==> src/rtl/frame_transmit_pkg.sv <==
// Shared definitions for the framed serial transmitter and its matching receiver.
package frame_transmit_pkg;

    localparam logic [7:0]  CRC_POLY   = 8'h07;
    localparam int unsigned STUFF_RUN  = 5;
    localparam int unsigned FIFO_DEPTH = 16;

    typedef enum logic [2:0] {
        ST_IDLE,
        ST_START,
        ST_SIZE,
        ST_DATA,
        ST_CRC,
        ST_STOP
    } state_t;

    // A baudrate of zero is treated as one clock per line bit.
    function automatic logic [7:0] bit_clocks(input logic [7:0] baud);
        return (baud == 8'd0) ? 8'd1 : baud;
    endfunction

endpackage

==> src/rtl/frame_transmit_crc.sv <==
// Bit-serial CRC-8 (MSB first, init 0, no reflection, no final XOR).
module crc8_serial
    import frame_transmit_pkg::*;
(
    input  logic       clk,
    input  logic       reset,
    input  logic       clear_i,
    input  logic       enable_i,
    input  logic       bit_i,
    output logic [7:0] crc_o
);

    logic [7:0] crc_q;
    logic [7:0] crc_d;

    always_comb begin
        crc_d = crc_q;
        if (clear_i) begin
            crc_d = '0;
        end else if (enable_i) begin
            crc_d = {crc_q[6:0], 1'b0} ^ (((crc_q[7] ^ bit_i) == 1'b1) ? CRC_POLY : 8'h00);
        end
    end

    always_ff @(posedge clk) begin
        if (reset) begin
            crc_q <= '0;
        end else begin
            crc_q <= crc_d;
        end
    end

    assign crc_o = crc_q;

endmodule

==> src/rtl/frame_transmit.sv <==
// Frame transmitter: byte FIFO, size/data/CRC fields with bit stuffing, per-bit baud timing.
module frame_transmit
    import frame_transmit_pkg::*;
(
    input  logic       clk,
    input  logic       reset,
    input  logic [7:0] baudrate,
    input  logic [7:0] din,
    input  logic       din_valid,
    output logic       din_ready,
    input  logic [3:0] framesize,
    input  logic       start,
    output logic       TX,
    output logic       busy,
    output logic       done,
    output logic       err
);

    state_t     state_q;
    logic       tx_q, busy_q, done_q, err_q;
    logic [7:0] tick_q;
    logic [2:0] run_q;
    logic       last_q;
    logic [7:0] shreg_q;
    logic [2:0] bits_left_q;
    logic [3:0] bytes_left_q;
    logic [7:0] mem_q [FIFO_DEPTH];
    logic [3:0] wr_ptr_q, rd_ptr_q;
    logic [4:0] count_q;

    logic       accept, fifo_wr, boundary, in_field, stuff_now;
    logic       field_next, field_end, load_byte;
    logic       emit_en, emit_bit, crc_en, crc_bit;
    logic [7:0] fifo_rd, crc;

    assign fifo_rd   = mem_q[rd_ptr_q];
    assign din_ready = (state_q == ST_IDLE) && (count_q < 5'(FIFO_DEPTH - 1));
    assign fifo_wr   = din_valid && din_ready;
    assign accept    = (state_q == ST_IDLE) && start && ({1'b0, framesize} <= count_q);
    assign boundary  = (state_q != ST_IDLE) && (tick_q == 8'd0);
    assign in_field  = state_q inside {ST_SIZE, ST_DATA, ST_CRC};

    // The last CRC bit is never followed by a stuff bit, whatever the run length.
    assign stuff_now  = boundary && in_field && (run_q == 3'(STUFF_RUN))
                        && !((state_q == ST_CRC) && (bits_left_q == 3'd0));
    assign field_next = boundary && in_field && !stuff_now && (bits_left_q != 3'd0);
    assign field_end  = boundary && in_field && !stuff_now && (bits_left_q == 3'd0);
    assign load_byte  = field_end && (state_q != ST_CRC) && (bytes_left_q != 4'd0);

    // CRC is fed as each data bit goes onto the line, so it is final before the CRC field.
    assign crc_en  = load_byte || (field_next && (state_q == ST_DATA));
    assign crc_bit = load_byte ? fifo_rd[7] : shreg_q[7];

    always_comb begin
        emit_en  = 1'b0;
        emit_bit = 1'b0;
        if (boundary && (state_q == ST_START)) begin
            emit_en  = 1'b1;
            emit_bit = shreg_q[7];
        end else if (field_next) begin
            emit_en  = 1'b1;
            emit_bit = shreg_q[7];
        end else if (load_byte) begin
            emit_en  = 1'b1;
            emit_bit = fifo_rd[7];
        end else if (field_end && (state_q != ST_CRC)) begin
            emit_en  = 1'b1;
            emit_bit = crc[7];
        end
    end

    crc8_serial u_crc (
        .clk      (clk),
        .reset    (reset),
        .clear_i  (accept),
        .enable_i (crc_en),
        .bit_i    (crc_bit),
        .crc_o    (crc)
    );

    always_ff @(posedge clk) begin
        if (fifo_wr) begin
            mem_q[wr_ptr_q] <= din;
        end
    end

    always_ff @(posedge clk) begin
        if (reset) begin
            state_q      <= ST_IDLE;
            tx_q         <= 1'b0;
            busy_q       <= 1'b0;
            done_q       <= 1'b0;
            err_q        <= 1'b0;
            tick_q       <= '0;
            run_q        <= '0;
            last_q       <= 1'b0;
            shreg_q      <= '0;
            bits_left_q  <= '0;
            bytes_left_q <= '0;
            wr_ptr_q     <= '0;
            rd_ptr_q     <= '0;
            count_q      <= '0;
        end else begin
            done_q <= 1'b0;
            err_q  <= 1'b0;
            // Bit length is sampled at every bit start, so baud changes apply at the next bit.
            if (accept || boundary) begin
                tick_q <= bit_clocks(baudrate) - 8'd1;
            end else if (tick_q != 8'd0) begin
                tick_q <= tick_q - 8'd1;
            end
            if (fifo_wr) begin
                wr_ptr_q <= wr_ptr_q + 4'd1;
                count_q  <= count_q + 5'd1;
            end
            if (load_byte) begin
                rd_ptr_q     <= rd_ptr_q + 4'd1;
                count_q      <= count_q - 5'd1;
                bytes_left_q <= bytes_left_q - 4'd1;
            end
            if (emit_en) begin
                tx_q   <= emit_bit;
                last_q <= emit_bit;
                run_q  <= ((run_q != 3'd0) && (emit_bit == last_q)) ? run_q + 3'd1 : 3'd1;
            end
            case (state_q)
                ST_IDLE: begin
                    if (accept) begin
                        state_q      <= ST_START;
                        tx_q         <= 1'b1;
                        busy_q       <= 1'b1;
                        shreg_q      <= {framesize, 4'h0};
                        bytes_left_q <= framesize;
                        run_q        <= '0;
                        last_q       <= 1'b0;
                    end else if (start) begin
                        err_q <= 1'b1;
                    end
                end
                ST_START: begin
                    if (boundary) begin
                        state_q     <= ST_SIZE;
                        shreg_q     <= {shreg_q[6:0], 1'b0};
                        bits_left_q <= 3'd3;
                    end
                end
                ST_SIZE, ST_DATA, ST_CRC: begin
                    if (stuff_now) begin
                        tx_q   <= ~last_q;
                        last_q <= ~last_q;
                        run_q  <= 3'd1;
                    end else if (field_next) begin
                        shreg_q     <= {shreg_q[6:0], 1'b0};
                        bits_left_q <= bits_left_q - 3'd1;
                    end else if (load_byte) begin
                        state_q     <= ST_DATA;
                        shreg_q     <= {fifo_rd[6:0], 1'b0};
                        bits_left_q <= 3'd7;
                    end else if (field_end && (state_q != ST_CRC)) begin
                        state_q     <= ST_CRC;
                        shreg_q     <= {crc[6:0], 1'b0};
                        bits_left_q <= 3'd7;
                    end else if (field_end) begin
                        state_q <= ST_STOP;
                        tx_q    <= 1'b0;
                    end
                end
                ST_STOP: begin
                    if (boundary) begin
                        state_q <= ST_IDLE;
                        busy_q  <= 1'b0;
                        done_q  <= 1'b1;
                    end
                end
                default: state_q <= ST_IDLE;
            endcase
        end
    end

    assign TX   = tx_q;
    assign busy = busy_q;
    assign done = done_q;
    assign err  = err_q;

endmodule

==> config.mk <==
export PLATFORM = sky130hd
export DESIGN_NAME = frame_transmit
export DESIGN_NICKNAME = d
export VERILOG_FILES = /design/src/rtl/frame_transmit_pkg.sv /design/src/rtl/frame_transmit_crc.sv /design/src/rtl/frame_transmit.sv
export SDC_FILE = /design/constraint.sdc
export NUM_CORES = 1
export LEC_CHECK = 0
export BUFFER_PORTS_ARGS = -buffer_cell sky130_fd_sc_hd__buf_2
export CELL_PAD_IN_SITES_DETAIL_PLACEMENT = 1
export CELL_PAD_IN_SITES_GLOBAL_PLACEMENT = 1
export CORE_MARGIN = 8
export CORE_UTILIZATION = 40
export DETAILED_ROUTE_END_ITERATION = 8
export PLACE_DENSITY = 0.7
export SYNTH_ARGS = -nofsm -noshare
export SYNTH_HDL_FRONTEND = slang
export SYNTH_SLANG_ARGS = --single-unit
==> constraint.sdc <==
create_clock -name clk -period 3.4 [get_ports clk]
set_input_delay 0.34 -clock clk [delete_from_list [all_inputs] [get_ports clk]]
set_output_delay 0.34 -clock clk [all_outputs]
set_load 0.02 [all_outputs]
==> results by group <==
Pwr
  – Leakage: 3.18 nW
  – Pwr Density: 674 nW/um^2
  – Worst vdd ir: 343 uV

Logic synthesis
  – Netlist cell types: 66
  – Syn Nets: 637
  – Post-synthesis adder-cell area fraction: 0.0312
  – Yosys reg bits: 186
  – Main combinational cell family by area after synthesis: multiplexers
  – Synth Area in Simple Gates: 0.0995
  – Post-synthesis compound-gate area fraction: 0.0778
  – Post-synth EDFFs: 128
  – YS warnings: 0
  – Top_reg_cell synth: edfxtp_1
  – Cells after synthesis: 593
  – Average instance area after synthesis: 13.9 um^2
  – XOR/XNOR Fraction of Synth Area: 0.0274
  – Mux share of post-synthesis cell area: 0.129
  – Synth async-reset ratio: 0
  – Synthesized cell area: 8270 um^2
  – Sequential area share after synthesis: 0.606

Route
  – Routed vias: 5049
  – # DRC: 0
  – Drt wl/cell: 20.6 um
  – DR pass1 iterations: 5
  – Average vias per placed instance: 5.48
  – Iter 0 DRT Violations: 283
  – WL final: 19000 um
  – Routed Antenna Nets: 0

Timing
  – Final worst-path cycle share: 0.848
  – Final min period: 2.88 ns
  – RSZ-0062 raised after global routing: false
  – Fmax: 347 MHz
  – Final setup vio count: 0
  – Final hold viol count: 0
  – Fin. max-slew vios: 0
  – Final TNS setup: 0 ns
  – Slew margin rel.: 0.557
  – Clock Skew: 0.0117 ns
  – Actual slew at the worst max-slew pin: 0.657 ns
  – Post-route setup slack: 0.516 ns

CTS
  – CTS Buf Count: 17
  – CTS sink cnt: 186
  – Clk root buf: clkbuf_16
  – TritonCTS clock tree: yes
  – Hold Buf Count CTS: 0
  – Clk Latency, worst-skew pair: 0.43 ns
  – Clk slew on worst S/H paths: 0.07 ns
  – Cts repair resizes: 0
  – H-tree Lvls: 4
  – Clk buf depth: 2
  – Post CTS Setup Buffer Count: 0

Critical path
  – Crit path launch type: flip-flop
  – Critical Path RT: 3.70 ns
  – Setup crit end kind: flip-flop
  – Max FO, Critical Path: 7
  – Arrival @ worst endpoint: 3.18 ns
  – CP Class: reg -> reg

Die
  – Starting density of the core: 0.408
  – Core area: 20200 um^2
  – Std cell rows: 52
  – # IOs: 29
  – Die width: 160 um
  – Vert. Die Dim: 160 um
  – Die Area: 25500 um^2

Final layout
  – Commonest cells after routing, fill and taps aside: edfxtp_1, nor2_1, dfxtp_1
  – Ant diodes: 0
  – Layout cells sized above 1: 0.190
  – Area taken by multi-input logic gates: 3020 um^2
  – Filler Cell Count: 2038
  – Most common cell after layout, fill and taps aside: edfxtp_1
  – Area Growth Syn to Fin: 13.7%
  – Util after Layout: 0.464
  – Final nets: 682
  – FF+latch area: 5000 um^2

GRT
  – GRT overflow: 0
  – Total Routing Usage GR: 0.152
  – Global-route wire length before repair: 30400 um
  – Antenna violations before repair: 0
  – Number of global-route vias before repair: 5425
  – Largest net degree at the start of global routing: 40

Placement
  – Pre-CTS setup slack: 0.507 ns
  – PortBufs: 28
  – HPWL after DPL: 12900 um
  – Placer Congestion: 0.829

Flow run
  – Maxcap violations: 0

Hold path
  – Worst hold path class: in -> reg

Run status
  – Status: completed
Yosys cell counts (4+ instances only):
| cell | instances | area (um^2) |
|---|---|---|
| a211oi_1 | 13 | 97.6 |
| a21o_1 | 6 | 45.0 |
| a21oi_1 | 23 | 115 |
| a22oi_1 | 5 | 37.5 |
| a311oi_1 | 5 | 43.8 |
| a31oi_1 | 5 | 31.3 |
| and2_1 | 4 | 25.0 |
| buf_2 | 7 | 35.0 |
| buf_4 | 5 | 37.5 |
| clkbuf_1 | 11 | 41.3 |
| dfxtp_1 | 58 | 1160 |
| edfxtp_1 | 128 | 3840 |
| ha_1 | 19 | 238 |
| inv_1 | 17 | 63.8 |
| mux2i_1 | 11 | 110 |
| mux4_1 | 18 | 473 |
| mux4_2 | 21 | 473 |
| nand2_1 | 48 | 180 |
| nand2b_1 | 7 | 43.8 |
| nand3_1 | 6 | 30.0 |
| nor2_1 | 70 | 263 |
| nor2b_1 | 4 | 25.0 |
| nor3_1 | 10 | 50.1 |
| o21ai_0 | 9 | 45.0 |
| xnor2_1 | 11 | 96.3 |
| xor2_1 | 13 | 114 |
where the power goes:
group          switching, mW  total, mW  internal (mW)
logic                  0.890       1.47          0.584
registers              0.159       2.78           2.62
clock network           1.00       2.09           1.08
total                   2.05       6.34           4.29
cell type report:
cell class                      count  area share
Clock inverter                     15      0.0218
Multi-Input combinational cell    362       0.321
Clock buffer                       17      0.0453
Tap cell                          270      0.0359
Inverter                           18     0.00719
Timing Repair Buffer               53      0.0362
Sequential cell                   186       0.533
registers in the layout (all words and copies together), names as in the netlist, named ones only:
signal	flops
last_q	1
tick_q	8
count_q	5
bytes_left_q	4
u_crc.crc_o	8
bits_left_q	3
err	1
state_q	3
mem_q	128
done	1
busy	1
wr_ptr_q	4
shreg_q	7
TX	1
run_q	3
rd_ptr_q	4
stage by stage:
step / cell area (um^2) / hold slack (ns) / cells / total power, mW
final: 9400 / 0.187 / 921 / 6.34
after global routing: 9400 / 0.189 / 921 / 6.66
after CTS: 9400 / 0.164 / 921 / 6.40
after detailed placement: 8770 / 0.460 / 889 / 4.30
after global placement: 8770 / 0.455 / 889 / 4.23
after floorplan: 8270 / 0.432 / 593 / 3.87
worst max-delay path, stage by stage, from the launching register on:
cell and delay [ns]:
dfxtp_1 0.38, inv_1 0.08, ha_1 0.19, and2_1 0.19, nor3_1 0.41, nand3_1 0.21
inv_2 0.17, ha_1 0.29, a21o_1 0.19, a21oi_1 0.18, mux2i_1 0.25, xor2_1 0.17
nor2_1 0.05
routing by layer:
metal | wire [um] | GRT usage | part of all wire
met5 | 0 | 0 | 0
met4 | 264 | 0.0570 | 0.014
met3 | 692 | 0.0290 | 0.036
met2 | 9610 | 0.265 | 0.51
met1 | 8400 | 0.184 | 0.44
cells by family (layout without fill, tap and decap cells):
kind of cell	count (synthesis)	after routing
buffers and inverters	45	103
and+or+nand+nor	175	175
DFF	186	186
xor gates and xnor gates	25	25
muxes	51	51
adders and majority gates	20	20
AOI/OAI and AO/OA	91	91
worst paths after layout:
kind,from,cells after the start,endpoint,slack (ns)
worst max register to register,run_q[1],12,count_q[4],0.52
worst max-delay path,run_q[1],12,count_q[4],0.52
worst min register to register,shreg_q[1],2,shreg_q[1],0.47
worst min-delay path,start,3,err,0.19
No activity file was read; power rests on OpenSTA's default activity.
